**config.mk**
```make
export PLATFORM = sky130hd
export DESIGN_NAME = fp_operand_issuer
export DESIGN_NICKNAME = d
export VERILOG_FILES = /design/src/rtl/fp_issuer_pkg.sv /design/src/rtl/fp_operand_issuer_fifo.sv /design/src/rtl/fp_operand_issuer.sv
export SDC_FILE = /design/constraint.sdc
export NUM_CORES = 1
export LEC_CHECK = 0
export ABC_CLOCK_PERIOD_IN_PS = 13700
export CAP_MARGIN = 30
export CORE_ASPECT_RATIO = 0.7
export CORE_UTILIZATION = 56
export CTS_CLUSTER_SIZE = 16
export DETAILED_ROUTE_END_ITERATION = 6
export PLACE_DENSITY = 0.84
export SETUP_SLACK_MARGIN = 0.5
export SLEW_MARGIN = 20
export SYNTH_ARGS = -nofsm -noshare
export SYNTH_HDL_FRONTEND = slang
export SYNTH_SLANG_ARGS = --single-unit
```
**constraint.sdc**
```tcl
create_clock -name clk -period 13.7 [get_ports clk]
set_input_delay 1.37 -clock clk [delete_from_list [all_inputs] [get_ports clk]]
set_output_delay 1.37 -clock clk [all_outputs]
set_load 0.005 [all_outputs]
```
**src/rtl/fp_issuer_pkg.sv**
```systemverilog
// fp_issuer_pkg: op codes, FSM states, request record and canonical NaNs for the FP operand issuer
package fp_issuer_pkg;
    localparam logic [1:0] PROCESS_SDIV  = 2'b00;
    localparam logic [1:0] PROCESS_SSQRT = 2'b01;
    localparam logic [1:0] PROCESS_DDIV  = 2'b10;
    localparam logic [1:0] PROCESS_DSQRT = 2'b11;
    localparam int PROC_SQRT_BIT = 0;
    localparam int PROC_DBL_BIT  = 1;
    localparam logic [31:0] QNAN_S = 32'h7FC0_0000;
    localparam logic [63:0] QNAN_D = 64'h7FF8_0000_0000_0000;
    typedef enum logic [2:0] {IDLE, SEND, WAIT_Z, ACK_Z, OUT} state_e;
    typedef struct packed {
        logic [63:0] a;
        logic [63:0] b;
        logic [1:0]  process;
    } req_t;
endpackage

```
**src/rtl/fp_operand_issuer_fifo.sv**
```systemverilog
// fp_issue_fifo: request FIFO with extra-wrap-bit pointers and combinational head read
module fp_issue_fifo
    import fp_issuer_pkg::*;
#(
    parameter int DEPTH = 4
) (
    input  logic clk,
    input  logic rst,
    input  logic push_i,
    input  logic pop_i,
    input  req_t data_i,
    output req_t data_o,
    output logic full_o,
    output logic empty_o
);
    localparam int AW = $clog2(DEPTH);
    req_t mem_q [DEPTH];
    logic [AW:0] wr_q, rd_q;
    logic do_push, do_pop;
    assign empty_o = wr_q == rd_q;
    assign full_o  = (wr_q[AW] != rd_q[AW]) && (wr_q[AW-1:0] == rd_q[AW-1:0]);
    // a full FIFO refuses pushes even when the head leaves on the same edge
    assign do_push = push_i && !full_o;
    assign do_pop  = pop_i && !empty_o;
    assign data_o  = mem_q[rd_q[AW-1:0]];
    always_ff @(posedge clk or negedge rst) begin
        if (!rst) begin
            wr_q <= '0;
            rd_q <= '0;
        end else begin
            if (do_push) wr_q <= wr_q + 1'b1;
            if (do_pop) rd_q <= rd_q + 1'b1;
        end
    end
    always_ff @(posedge clk) begin
        if (do_push) mem_q[wr_q[AW-1:0]] <= data_i;
    end
endmodule

```
**src/rtl/fp_operand_issuer.sv**
```systemverilog
// fp_operand_issuer: queues FP div/sqrt requests and drives them one at a time into Main;
// WAIT_Z watchdog enabled by FP_ISSUER_TIMEOUT_EN.
module fp_operand_issuer
    import fp_issuer_pkg::*;
#(
    parameter int DEPTH   = 4,
    parameter int TIMEOUT = 4096
) (
    input  logic        clk,
    input  logic        rst,
    input  logic        in_valid,
    output logic        in_ready,
    input  logic [63:0] in_a,
    input  logic [63:0] in_b,
    input  logic [1:0]  in_process,
    output logic [1:0]  process,
    output logic [31:0] out_as,
    output logic [31:0] out_bs,
    output logic [63:0] out_ad,
    output logic [63:0] out_bd,
    output logic        out_a_stb,
    output logic        out_b_stb,
    input  logic        in_a_ack,
    input  logic        in_b_ack,
    input  logic        z_stb,
    output logic        z_ack,
    input  logic [31:0] zs,
    input  logic [63:0] zd,
    output logic        res_valid,
    input  logic        res_ready,
    output logic [63:0] res_data,
    output logic [1:0]  res_process,
    output logic        res_err,
    output logic        busy
);
    req_t head;
    logic full, empty, pop;
    state_e state_q, state_d;
    logic [63:0] a_q, a_d, b_q, b_d, res_q, res_d;
    logic [1:0] proc_q, proc_d;
    logic a_stb_q, a_stb_d, b_stb_q, b_stb_d, z_ack_q, z_ack_d;
`ifdef FP_ISSUER_TIMEOUT_EN
    logic [31:0] cnt_q, cnt_d;
    logic err_q, err_d;
    assign res_err = err_q;
`else
    assign res_err = 1'b0;
`endif
    fp_issue_fifo #(.DEPTH(DEPTH)) u_fifo (
        .clk    (clk),
        .rst    (rst),
        .push_i (in_valid),
        .pop_i  (pop),
        .data_i ('{a: in_a, b: in_b, process: in_process}),
        .data_o (head),
        .full_o (full),
        .empty_o(empty)
    );
    assign in_ready    = !full;
    assign busy        = (state_q != IDLE) || !empty;
    assign process     = proc_q;
    assign out_as      = a_q[31:0];
    assign out_bs      = b_q[31:0];
    assign out_ad      = a_q;
    assign out_bd      = b_q;
    assign out_a_stb   = a_stb_q;
    assign out_b_stb   = b_stb_q;
    assign z_ack       = z_ack_q;
    assign res_valid   = state_q == OUT;
    assign res_data    = res_q;
    assign res_process = proc_q;
    always_comb begin
        state_d = state_q;
        a_d     = a_q;
        b_d     = b_q;
        proc_d  = proc_q;
        res_d   = res_q;
        a_stb_d = a_stb_q;
        b_stb_d = b_stb_q;
        z_ack_d = z_ack_q;
        pop     = 1'b0;
`ifdef FP_ISSUER_TIMEOUT_EN
        cnt_d   = cnt_q;
        err_d   = err_q;
`endif
        case (state_q)
            IDLE: if (!empty) begin
                pop     = 1'b1;
                a_d     = head.a;
                b_d     = head.b;
                proc_d  = head.process;
                a_stb_d = 1'b1;
                b_stb_d = !head.process[PROC_SQRT_BIT];
                state_d = SEND;
`ifdef FP_ISSUER_TIMEOUT_EN
                cnt_d   = '0;
`endif
            end
            SEND: begin
                a_stb_d = a_stb_q & ~in_a_ack;
                b_stb_d = b_stb_q & ~in_b_ack;
                state_d = (a_stb_d | b_stb_d) ? SEND : WAIT_Z;
            end
            WAIT_Z: if (z_stb) begin
                res_d   = proc_q[PROC_DBL_BIT] ? zd : {32'b0, zs};
                z_ack_d = 1'b1;
                state_d = ACK_Z;
            end
`ifdef FP_ISSUER_TIMEOUT_EN
            else if (cnt_q == 32'(TIMEOUT - 1)) begin
                res_d   = proc_q[PROC_DBL_BIT] ? QNAN_D : {32'b0, QNAN_S};
                err_d   = 1'b1;
                state_d = OUT;
            end else begin
                cnt_d = cnt_q + 32'd1;
            end
`endif
            ACK_Z: if (!z_stb) begin
                z_ack_d = 1'b0;
                state_d = OUT;
            end
            OUT: if (res_ready) begin
                state_d = IDLE;
`ifdef FP_ISSUER_TIMEOUT_EN
                err_d   = 1'b0;
`endif
            end
            default: state_d = IDLE;
        endcase
    end
    always_ff @(posedge clk or negedge rst) begin
        if (!rst) begin
            state_q <= IDLE;
            a_q     <= '0;
            b_q     <= '0;
            proc_q  <= '0;
            res_q   <= '0;
            a_stb_q <= 1'b0;
            b_stb_q <= 1'b0;
            z_ack_q <= 1'b0;
        end else begin
            state_q <= state_d;
            a_q     <= a_d;
            b_q     <= b_d;
            proc_q  <= proc_d;
            res_q   <= res_d;
            a_stb_q <= a_stb_d;
            b_stb_q <= b_stb_d;
            z_ack_q <= z_ack_d;
        end
    end
`ifdef FP_ISSUER_TIMEOUT_EN
    always_ff @(posedge clk or negedge rst) begin
        if (!rst) begin
            cnt_q <= '0;
            err_q <= 1'b0;
        end else begin
            cnt_q <= cnt_d;
            err_q <= err_d;
        end
    end
`endif
endmodule

```
==> results by group <==
Run status
  – Status: finished, final reports clean

Layout
  – Ratio of cells with drive above 1 in the final layout: 0.214
  – Fin util: 0.734
  – Final nets: 2065
  – Area grow syn2layout: 28.1%
  – Fill count: 2745

STA
  – Fmax: 0.250 GHz
  – Worst-Margin Slew: 894 ps
  – Worst slew margin: 0.404
  – RSZ-0062 raised after global routing: no
  – Final period utilization: 0.292
  – Hold Fails Final Rpt: 0
  – Setup TNS: 0 ps
  – Final Slew Violations: 0
  – Final worst path period need: 4010 ps
  – Endpoints failing setup: 0
  – Clock skew: 21.0 ps

Die
  – Die H: 188 µm
  – Die footprint: 50300 µm²
  – Core Box Area: 48300 µm²
  – Num ports: 500
  – Die W: 268 µm
  – Initial Util: 0.573
  – Rows: 67

Logic synthesis
  – Async set-reset flop share out of synthesis: 0.284
  – Avg Cell Area, Syn: 20.2 µm²
  – Yosys reg bits: 726
  – Post-synthesis cell area: 27700 µm²
  – Warnings, synthesis: 0
  – Syn_nets: 1604
  – Cells after synthesis: 1366
  – Sequential fraction of the synthesis area: 0.751
  – Number of synthesized flops with an enable pin: 520
  – Top FF cell, synth: edfxtp_1
  – Synth unique cells: 39

CTS
  – CTS tree: done
  – Clk sinks: 726
  – Clk_lat worst skew: 590 ps
  – CTS root buffer: clkbuf_16
  – Post-CTS setup buffers: 0
  – H-tree depth: 3
  – Clk slew on worst S/H paths: 60 ps
  – CTS Buf Count: 68
  – Clk buf depth: 3
  – # resized after CTS: 0
  – Hold_buf cts: 0

Setup path
  – Critical path required time: 12330 ps
  – Crit path DAT: 2640 ps
  – CP startpoint kind: flop
  – CP endpoint kind: primary output
  – Reg2reg path depth: 5
  – R2R Path End: out_bd[61]
  – Cell Chain, Critical Path: buf_4, clkdlybuf4s50_1
  – Slowest stage delay, CP: 930 ps
  – Critical path origin: process[1]
  – CP max FO: 43
  – CP max stage cell: dfrtp_2
  – Reg-to-reg setup timing slack: 10410 ps
  – Reg-to-reg startpoint: u_fifo.rd_q[0]
  – WS Path Type: reg2out

Power and ir drop
  – Switch share: 0.287
  – Combinational Power Share: 0.358
  – Worst IR drop on VDD: 0.170 mV
  – Clock network power share: 0.227
  – Leakage: 12.8 nW
  – Net Switching: 0.00239 W
  – Int Power: 0.00594 W
  – Power density cells: 235 nW/µm²
  – Reg power frac: 0.415

Hold path
  – Hold path start: res_data[60]
  – WHS Path Cells: 2
  – Min-delay worst type: reg2reg
  – Min-Delay Endpoint: res_data[60]

Detailed routing
  – ANT nets after route: 0
  – Vias per cell: 5.66
  – DR iter-0 viols: 953
  – Drt drc: 0
  – Routed vias: 14.4k
  – Avg WL per Cell: 24.9 µm
  – Final Routed Wirelength: 63300 µm
  – First-pass DRT Iterations: 5

Placed design
  – Port bufs: 498
  – RD Place Congestion: 0.806
  – DP HPWL: 38400 µm

Global route
  – Gr ovfl total: 0
  – Number of global-route vias before repair: 15.2k
  – All-Layer GR Usage: 0.254
  – Initial antenna violation count: 14
  – Global-route wire length before repair: 93600 µm
  – Largest net degree at the start of global routing: 90

Job
  – Number of max-cap violations: 0
## cell usage after synthesis, types with 3 or more instances
cell,count,area share
buf_6,9,0.0037
xor2_1,4,0.0013
ha_1,5,0.0023
clkbuf_1,31,0.0042
edfxtp_1,520,0.56
nand2_1,98,0.013
and2_1,3,0.00068
nand2b_1,4,0.00090
inv_1,3,0.00041
mux4_2,130,0.11
buf_4,67,0.018
mux2_4,57,0.031
mux2_2,75,0.031
nand3_1,32,0.0058
xnor2_1,3,0.00095
dfrtp_1,206,0.19
mux2i_1,33,0.012
buf_2,27,0.0049
o21ai_0,35,0.0063
## logic make-up after synthesis
| group | synth area share |
|---|---|
| other | 0.000136 |
| XOR/XNOR | 0.00281 |
| flip-flops | 0.751 |
| AO/OA/AOI/OAI | 0.00918 |
| AND/OR/NAND/NOR | 0.0236 |
| multiplexers | 0.179 |
| buffers and inverters | 0.0316 |
| adder cells (fa/ha/maj) | 0.00226 |
## cells in the final DEF, fill, tap and decap left out, drive strengths merged, types with 2 or more instances in the layout
cell	n
o31a	2
buf	30
dfrtp	206
mux2	132
edfxtp	520
xnor2	3
clkbuf	99
mux4	130
clkdlybuf4s50	497
mux2i	33
inv	4
clkinv	17
and2	3
nand3	32
nor3b	2
diode	11
nor3	2
o21ai	35
nand2b	4
nand2	98
ha	5
xor2	5
bufinv	5
## worst max-delay path: cells and delay by family, from the launching register on
kind                   cells  cell delay (ps)
buffers and inverters      2             1110
flip-flops                 1              930
## area by class of cell
type | count | area, µm² | share of cell area
timing repair buffer | 527 | 5490 | 0.155
antenna | 11 | 27.5 | 0.000777
multi-input combinational | 501 | 6060 | 0.171
inverter | 3 | 11.3 | 0.000318
clock inverter | 24 | 243 | 0.00685
sequential | 726 | 20800 | 0.587
clock buffer | 99 | 1990 | 0.0563
tap | 655 | 820 | 0.0231
## registers in the layout (all words and copies together), names as in the netlist
register      flops
out_b_stb         1
z_ack             1
out_bd           64
u_fifo.wr_q       3
out_ad           64
process           2
u_fifo.rd_q       3
state_q           3
res_data         64
u_fifo.mem_q    520
out_a_stb         1
## metrics by stage
step / hold WS (ps) / cells / instance area (µm²) / power, W / worst slack (ps)
2_1_floorplan: 463 / 1366 / 27700 / 0.00518 / 8600
3_3_place_gp: 452 / 2397 / 32800 / 0.00627 / 9230
5_1_grt: 482 / 2540 / 35400 / 0.00869 / 9580
4_1_cts: 470 / 2529 / 35200 / 0.00837 / 9270
3_5_place_dp: 455 / 2406 / 33000 / 0.00643 / 9400
6_report: 464 / 2546 / 35400 / 0.00833 / 9690
## layer usage
metal | GRT usage | vias up | wire [µm] | part of all wire
met5 | 0.00965 | - | 57 | 0.00090
met4 | 0.0892 | 8 | 1870 | 0.029
met3 | 0.0632 | 133 | 4200 | 0.066
met2 | 0.416 | 528 | 32000 | 0.51
met1 | 0.334 | 7548 | 25100 | 0.40
li1 | - | 6195 | - | -
## worst max path at each step
stage | slack (ps) | cells after the start | end
finish | 9690 | 2 | res_process[1]
global route | 9580 | 2 | res_process[1]
CTS | 9270 | 4 | busy
detailed placement | 9400 | 5 | u_fifo.mem_q[0][87]
global placement | 9230 | 4 | u_fifo.mem_q[2][80]
floorplan | 8600 | 2 | u_fifo.mem_q[0][0]
## power groups by stage
| stage | sequential [W] | combinational (W) | clock [W] |
|---|---|---|---|
| finish | 0.00346 | 0.00298 | 0.00189 |
| global route | 0.00352 | 0.00317 | 0.00200 |
| CTS | 0.00350 | 0.00296 | 0.00192 |
| detailed placement | 0.00351 | 0.00292 | 0 |
| global placement | 0.00347 | 0.00279 | 0 |
| floorplan | 0.00341 | 0.00177 | 0 |
Power figures use the tool's default switching activity.
